### src/rtl/mul4_dot_acc.sv
// Dot-product accumulator for the 4x4 multiplier's product stream: sums LEN
// products per frame and presents the sum with a sticky carry-out flag.
module mul4_dot_acc #(
    parameter int PROD_W = 8,
    parameter int LEN    = 4,
    parameter int ACC_W  = 12,
    parameter int CNT_W  = 2
) (
    input  logic              clk,
    input  logic              rst,
    input  logic              in_valid,
    output logic              in_ready,
    input  logic [PROD_W-1:0] in_prod,
    output logic              out_valid,
    input  logic              out_ready,
    output logic [ACC_W-1:0]  out_sum,
    output logic              out_ovf,
    output logic              busy
);

    localparam logic [0:0] ACC  = 1'b0;
    localparam logic [0:0] HOLD = 1'b1;

    logic [0:0]       state_q, state_d;
    logic [ACC_W-1:0] acc_q, acc_d;
    logic             ovf_acc_q, ovf_acc_d;
    logic [CNT_W-1:0] cnt_q, cnt_d;
    logic [ACC_W-1:0] sum_q, sum_d;
    logic             ovf_q, ovf_d;

    logic             accept_s;
    logic             cnt_last_s;
    logic [ACC_W:0]   add_s;

    // In HOLD the sink handshake passes straight through so a consumed result
    // and the next frame's first beat can share a cycle.
    assign in_ready   = (state_q == HOLD) ? out_ready : 1'b1;
    assign accept_s   = in_valid && in_ready;
    assign cnt_last_s = (cnt_q == CNT_W'(LEN - 1));
    assign add_s      = {1'b0, acc_q} + (ACC_W + 1)'(in_prod);

    assign out_valid  = (state_q == HOLD);
    assign out_sum    = sum_q;
    assign out_ovf    = ovf_q;
    assign busy       = (cnt_q != {CNT_W{1'b0}});

    // Next-state: frame accumulation, result capture and hand-off.
    always_comb begin
        state_d   = state_q;
        acc_d     = acc_q;
        ovf_acc_d = ovf_acc_q;
        cnt_d     = cnt_q;
        sum_d     = sum_q;
        ovf_d     = ovf_q;

        case (state_q)
            HOLD: begin
                if (out_ready) begin
                    state_d = ACC;
                end else begin
                    state_d = HOLD;
                end
            end
            ACC: begin
                state_d = ACC;
            end
            default: begin
                state_d = ACC;
            end
        endcase

        // acc/ovf_acc are already cleared after a last beat, so a beat taken
        // in HOLD naturally starts the next frame from zero.
        if (accept_s) begin
            if (cnt_last_s) begin
                sum_d     = add_s[ACC_W-1:0];
                ovf_d     = ovf_acc_q | add_s[ACC_W];
                acc_d     = {ACC_W{1'b0}};
                ovf_acc_d = 1'b0;
                cnt_d     = {CNT_W{1'b0}};
                state_d   = HOLD;
            end else begin
                acc_d     = add_s[ACC_W-1:0];
                ovf_acc_d = ovf_acc_q | add_s[ACC_W];
                cnt_d     = cnt_q + CNT_W'(1);
            end
        end else begin
            acc_d     = acc_q;
            ovf_acc_d = ovf_acc_q;
            cnt_d     = cnt_q;
        end
    end

    // State registers with synchronous reset.
    always_ff @(posedge clk) begin
        if (rst) begin
            state_q   <= ACC;
            acc_q     <= {ACC_W{1'b0}};
            ovf_acc_q <= 1'b0;
            cnt_q     <= {CNT_W{1'b0}};
            sum_q     <= {ACC_W{1'b0}};
            ovf_q     <= 1'b0;
        end else begin
            state_q   <= state_d;
            acc_q     <= acc_d;
            ovf_acc_q <= ovf_acc_d;
            cnt_q     <= cnt_d;
            sum_q     <= sum_d;
            ovf_q     <= ovf_d;
        end
    end

endmodule

### config.mk
export PLATFORM = sky130hd
export DESIGN_NAME = mul4_dot_acc
export DESIGN_NICKNAME = d
export VERILOG_FILES = /design/src/rtl/mul4_dot_acc.sv
export SDC_FILE = /design/constraint.sdc
export NUM_CORES = 1
export LEC_CHECK = 0
export CORE_AREA = 2 2 63 65
export DETAILED_ROUTE_END_ITERATION = 16
export DIE_AREA = 0 0 65 67
export PLACE_DENSITY = 0.73
export SYNTH_ARGS = -nofsm -noshare
export SYNTH_HDL_FRONTEND = slang
export SYNTH_SLANG_ARGS = --single-unit
### constraint.sdc
create_clock -name clk -period 2.2 [get_ports clk]
set_input_delay 0.44 -clock clk [delete_from_list [all_inputs] [get_ports clk]]
set_output_delay 0.44 -clock clk [all_outputs]
set_load 0.01 [all_outputs]
* Word level (Yosys, flattened, before mapping)
Cells that the tools add are included.
Cells by class: add/subtract/negate cells 2, equal/unequal tests 1, mux-type cells 8, bitwise gates (word level) 2, reductions and logical operators 3
Operator list (count):
- adder 12 x 8 -> 13 bit | 1
- 2-to-1 mux 12 bit | 1
- 2-to-1 mux 1 bit | 5
- adder 2 x 1 -> 2 bit, second input constant | 1
- equality test 2 bit, second input constant | 1
- 2-to-1 mux 2 bit | 1
- case mux 1 bit (2 select lines) | 1
- AND reduction 2 bit | 1
- nonzero test 2 bit | 1
- logical AND 1 bit | 1
- NOT 1 bit | 1
- bitwise OR 1 bit | 1
Word-level totals: flip-flop bits (word level) 29, bits of input ports 12

* Longest topological paths before layout
depth in word-level cells 4, gate-level depth with buffers 8, depth with buffers taken out 7

* Worst setup path after synthesis
Ideal clock, no wire load.
path type input to register, start point in in_prod[0], end point reg sum_q[10], in the netlist out_sum[10], library setup time 0.138 ns, arrival time 1.995 ns, data required time 2.062 ns, setup slack 0.067 ns, cell stages on the path 7, path buffers 0, cell sequence ha_1 -> fa_1 -> a21o_1 -> a21oi_2 -> o21ai_2 -> a2111oi_0 -> a2111oi_1
Between the ends: word-level cells in the longest chain between the ends 1
Ends and longest elaborated chain:
- start, declared | RTL line 13 | input logic [PROD_W-1:0] in_prod,
- adder 12 x 8 -> 13 bit | RTL line 40 | assign add_s = {1'b0, acc_q} + (ACC_W + 1)'(in_prod);
- end signal, assigned | RTL line 101 | sum_q <= {ACC_W{1'b0}};
- end signal, assigned | RTL line 108 | sum_q <= sum_d;
- end, declared | RTL line 28 | logic [ACC_W-1:0] sum_q, sum_d;
No other way between the ends. A chain may end at the register's enable or synchronous reset.

* Worst setup path in the final report
Ends and elaborated chain as after synthesis.

==> key figures <==
Outcome
  • Status: finished, final reports clean

Worst setup path
  • Critical path depth in cells: 8
  • Worst path slowest cell: fa_2
  • CP max FO: 4
  • Most frequent CP cell: a21o_1
  • Nature of the critical path endpoint: flip-flop
  • Delay-heaviest family, CP: compound AO/OA/AOI/OAI gates
  • WS Path Type: primary input to flip-flop
  • CP cell instances: dlygate4sd2_1 > ha_2 > fa_2 > a21o_1 > a21oi_2 > o21ai_2 > a21o_1 > a2111oi_2
  • Worst R2R Path Depth: 7
  • CP Data Arrival Time: 2270 ps
  • Crit path to: out_sum[10]
  • Reg2Reg Launch Point: acc_q[0]
  • Slowest stage delay, CP: 360 ps
  • CP Buf/Inv Count: 1
  • Reg2reg end: out_sum[10]
  • Required @ worst endpoint: 2390 ps
  • Critical path startpoint: in_prod[0]
  • Startpoint types: primary input
  • FF-to-FF setup slack: 170 ps

Routing
  • DRC: 0
  • DR pass1 iterations: 4
  • Routed WL per cell: 13.8 um
  • Routed WL: 4.02 mm
  • Post-route ant nets: 0
  • Routed vias/inst: 5.43
  • Via Count: 1586
  • Drt first-iter violations: 87

Run
  • Max_cap viols: 0

Power and ir drop
  • Lkg Pwr: 0.907 nW
  • Sequential group share of total power: 37.6%
  • VDD IR max: between 500 and 600 uV
  • Gate power share: 24.3%
  • Switching share of total power: 27.2%
  • Clock power share: 38.1%
  • PD cells: 667 nW/um2
  • Int Pwr: 1.10 mW
  • P_sw: between 400 and 500 uW

Global route
  • Overall routing resource usage: a little over 20%
  • GRT overflow: 0
  • Vias in the first global route: 1495
  • First-pass GRT wire length: 6.81 mm
  • Initial antenna violation count: 0
  • Largest net degree at the start of global routing: 20

Layout
  • Core Util, Final: 62.8%
  • Design area: 2260 um2
  • N_diodes: 0
  • Synthesis-to-layout area growth: 35.7%
  • Nets: 266
  • Layout cells sized above 1: 18.4%

Synthesis
  • Post-synth EDFFs: 0
  • Register bit total from synthesis: 29
  • Post-Synthesis Cells: between 150 and 200
  • Syn nets: 219
  • Most area-consuming cells after synthesis: dfxtp_1 (35%), ha_1 (7.5%), a21oi_1 (5.4%)
  • Netlist cell types: 48
  • Synth top area share: 34.8%
  • Sequential area share after synthesis: 34.8%
  • Syn avg cell area: around 8.5 um2
  • Ys Warns: 0
  • Syn Std Cell Area: between 1500 and 2000 um2
  • Post-synth top flop: dfxtp_1
  • FFs w/ async S/R, synth: 0%
  • Cell taking the most area after synthesis: dfxtp_1

STA
  • Final WS setup: 118 ps
  • Final slew viol count: 0
  • # setup viols final: 0
  • Period minus WS final: 2080 ps
  • Post-route clock period utilization: a little over nine tenths
  • Slew headroom: about three quarters
  • Slew at the pin closest to its max-slew limit: 363 ps
  • Final Hold Viols: 0
  • Setup TNS: 0 ps
  • RSZ-0062 raised after global routing: no
  • Setup Skew: around 3.5 ps
  • Max Freq: slightly below 0.5 GHz

Placement
  • Pre-CTS setup slack: -506 ps
  • Port bufs: 27
  • Placed Area: 2110 um2
  • DPL Wire Length: 2.93 mm
  • GPL Wtd Cong: between 0.8 and 0.9

Clocking
  • CTS Root Cell: clkbuf_8
  • Clock slew at reported path FFs: roughly 60 ps
  • Clock insertion delay at the later pin of the skew report: about 290 ps
  • Clk sinks: 29
  • CTS tree: built
  • CTS buffer count: 5
  • CTS max path bufs: 2
  • Htree depth: 2

Floorplanning
  • Core Area: 3610 um2
  • Die area: 4360 um2
  • # IOs: 28
  • Die width: 65 um
  • Die height: 67 um
  • Rows: 22
  • Initial Util: 46.3%

Hold path
  • Hold Path Class: flip-flop to flip-flop
[power by group through the flow]
stage	clock network, mW	registers (mW)	logic, mW
4_1_cts	0.588	0.568	0.356
5_1_grt	0.616	0.571	0.407
3_5_place_dp	0	0.580	0.349
6_report	0.576	0.569	0.366
3_3_place_gp	0	0.579	0.344
2_1_floorplan	0	0.576	0.213
[worst register-to-register path, stage by stage, from the launching register on]
cell	delay [ps]
dfxtp_1	320
ha_2	200
fa_2	360
a21o_1	190
a21oi_2	180
o21ai_2	120
a21o_1	230
a2111oi_2	340
[per-layer routing]
layer / vias up / global-route usage, % / wire, um
li1: 814 / - / -
met1: 722 / 25.4 / 1870
met2: 41 / 33.2 / 1900
met3: 9 / 4.73 / 164
met4: 0 / 12.0 / 81
met5: - / 0 / 0
[kinds of logic after synthesis]
family | count (synthesis) | share of synthesized area [%]
AOI/OAI and AO/OA | 59 | 23.9
xor gates and xnor gates | 5 | 2.62
adders and majority gates | 11 | 8.70
buffers and inverters | 15 | 5.02
DFF | 29 | 34.8
and+or+nand+nor | 77 | 25.0
[area by class of cell]
class                      instances  area, um2
fill                             320       1340
multi-input combinational        152       1040
sequential                        29        581
timing repair buffer              52        459
clock buffer                       7       86.3
tap                               48       60.1
clock inverter                     1       30.0
inverter                           3       11.3
[what timing repair did]
item	in CTS	in global routing
setup buffers	1	0
pin swaps	7	1
setup endpoints to repair	3	7
gates resized for setup	8	3
hold buffers	0	0
[layout by cell type (no fill, tap or decap), drive strengths merged, types with 2 or more instances in the layout]
cell type / Yosys / routed
nor2: 18 / 18
a2111oi: 3 / 3
or3b: 2 / 2
a211oi: 5 / 5
o211ai: 2 / 2
nor3b: 4 / 4
nand4b: 2 / 2
o21a: 4 / 4
nor2b: 2 / 2
o21ai: 7 / 7
a21oi: 21 / 21
clkbuf: 6 / 7
nand3: 4 / 4
dfxtp: 29 / 29
nand2b: 2 / 2
a21o: 5 / 5
a22oi: 2 / 2
nand3b: 6 / 6
nand2: 21 / 21
ha: 10 / 10
nor3: 3 / 3
inv: 3 / 3
xnor2: 4 / 4
a211o: 4 / 4
a31oi: 3 / 3
or4: 4 / 4
buf: 5 / 25
nor4: 3 / 3
clkdlybuf4s50: 0 / 25
[synthesized netlist by cell type, drive strengths merged, types with 2 or more instances]
| library cell | n |
|---|---|
| dfxtp | 29 |
| a21oi | 21 |
| nand2 | 21 |
| nor2 | 18 |
| ha | 10 |
| o21ai | 7 |
| clkbuf | 6 |
| nand3b | 6 |
| a211oi | 5 |
| a21o | 5 |
| buf | 5 |
| a211o | 4 |
| nand3 | 4 |
| nor3b | 4 |
| o21a | 4 |
| or4 | 4 |
| xnor2 | 4 |
| a2111oi | 3 |
| a31oi | 3 |
| inv | 3 |
| nor3 | 3 |
| nor4 | 3 |
| a22oi | 2 |
| nand2b | 2 |
| nand4b | 2 |
| nor2b | 2 |
| o211ai | 2 |
| or3b | 2 |
[flip-flops by register name, indices dropped and copies added (netlist names)]
name	cells
out_sum	12
cnt_q	2
out_ovf	1
ovf_acc_q	1
acc_q	12
out_valid	1
[through the flow]
step                      total power, mW  cells  hold WS (ps)
final                                1.51    292           451
after global routing                 1.59    292           473
after CTS                            1.51    292           456
after detailed placement            0.929    283           447
after global placement              0.922    283           442
after floorplan                     0.789    196           436
[how the worst min path moves through the flow]
| stage | from | endpoint | slack (ps) | cells past startpoint |
|---|---|---|---|---|
| 2_1_floorplan | acc_q[5] | acc_q[5] | 440 | 2 |
| 3_3_place_gp | out_sum[3] | out_sum[3] | 440 | 2 |
| 3_5_place_dp | out_sum[3] | out_sum[3] | 450 | 2 |
| 4_1_cts | out_sum[3] | out_sum[3] | 460 | 2 |
| 5_1_grt | out_sum[3] | out_sum[3] | 470 | 2 |
| 6_report | out_sum[3] | out_sum[3] | 450 | 2 |
Power figures use the tool's default switching activity.
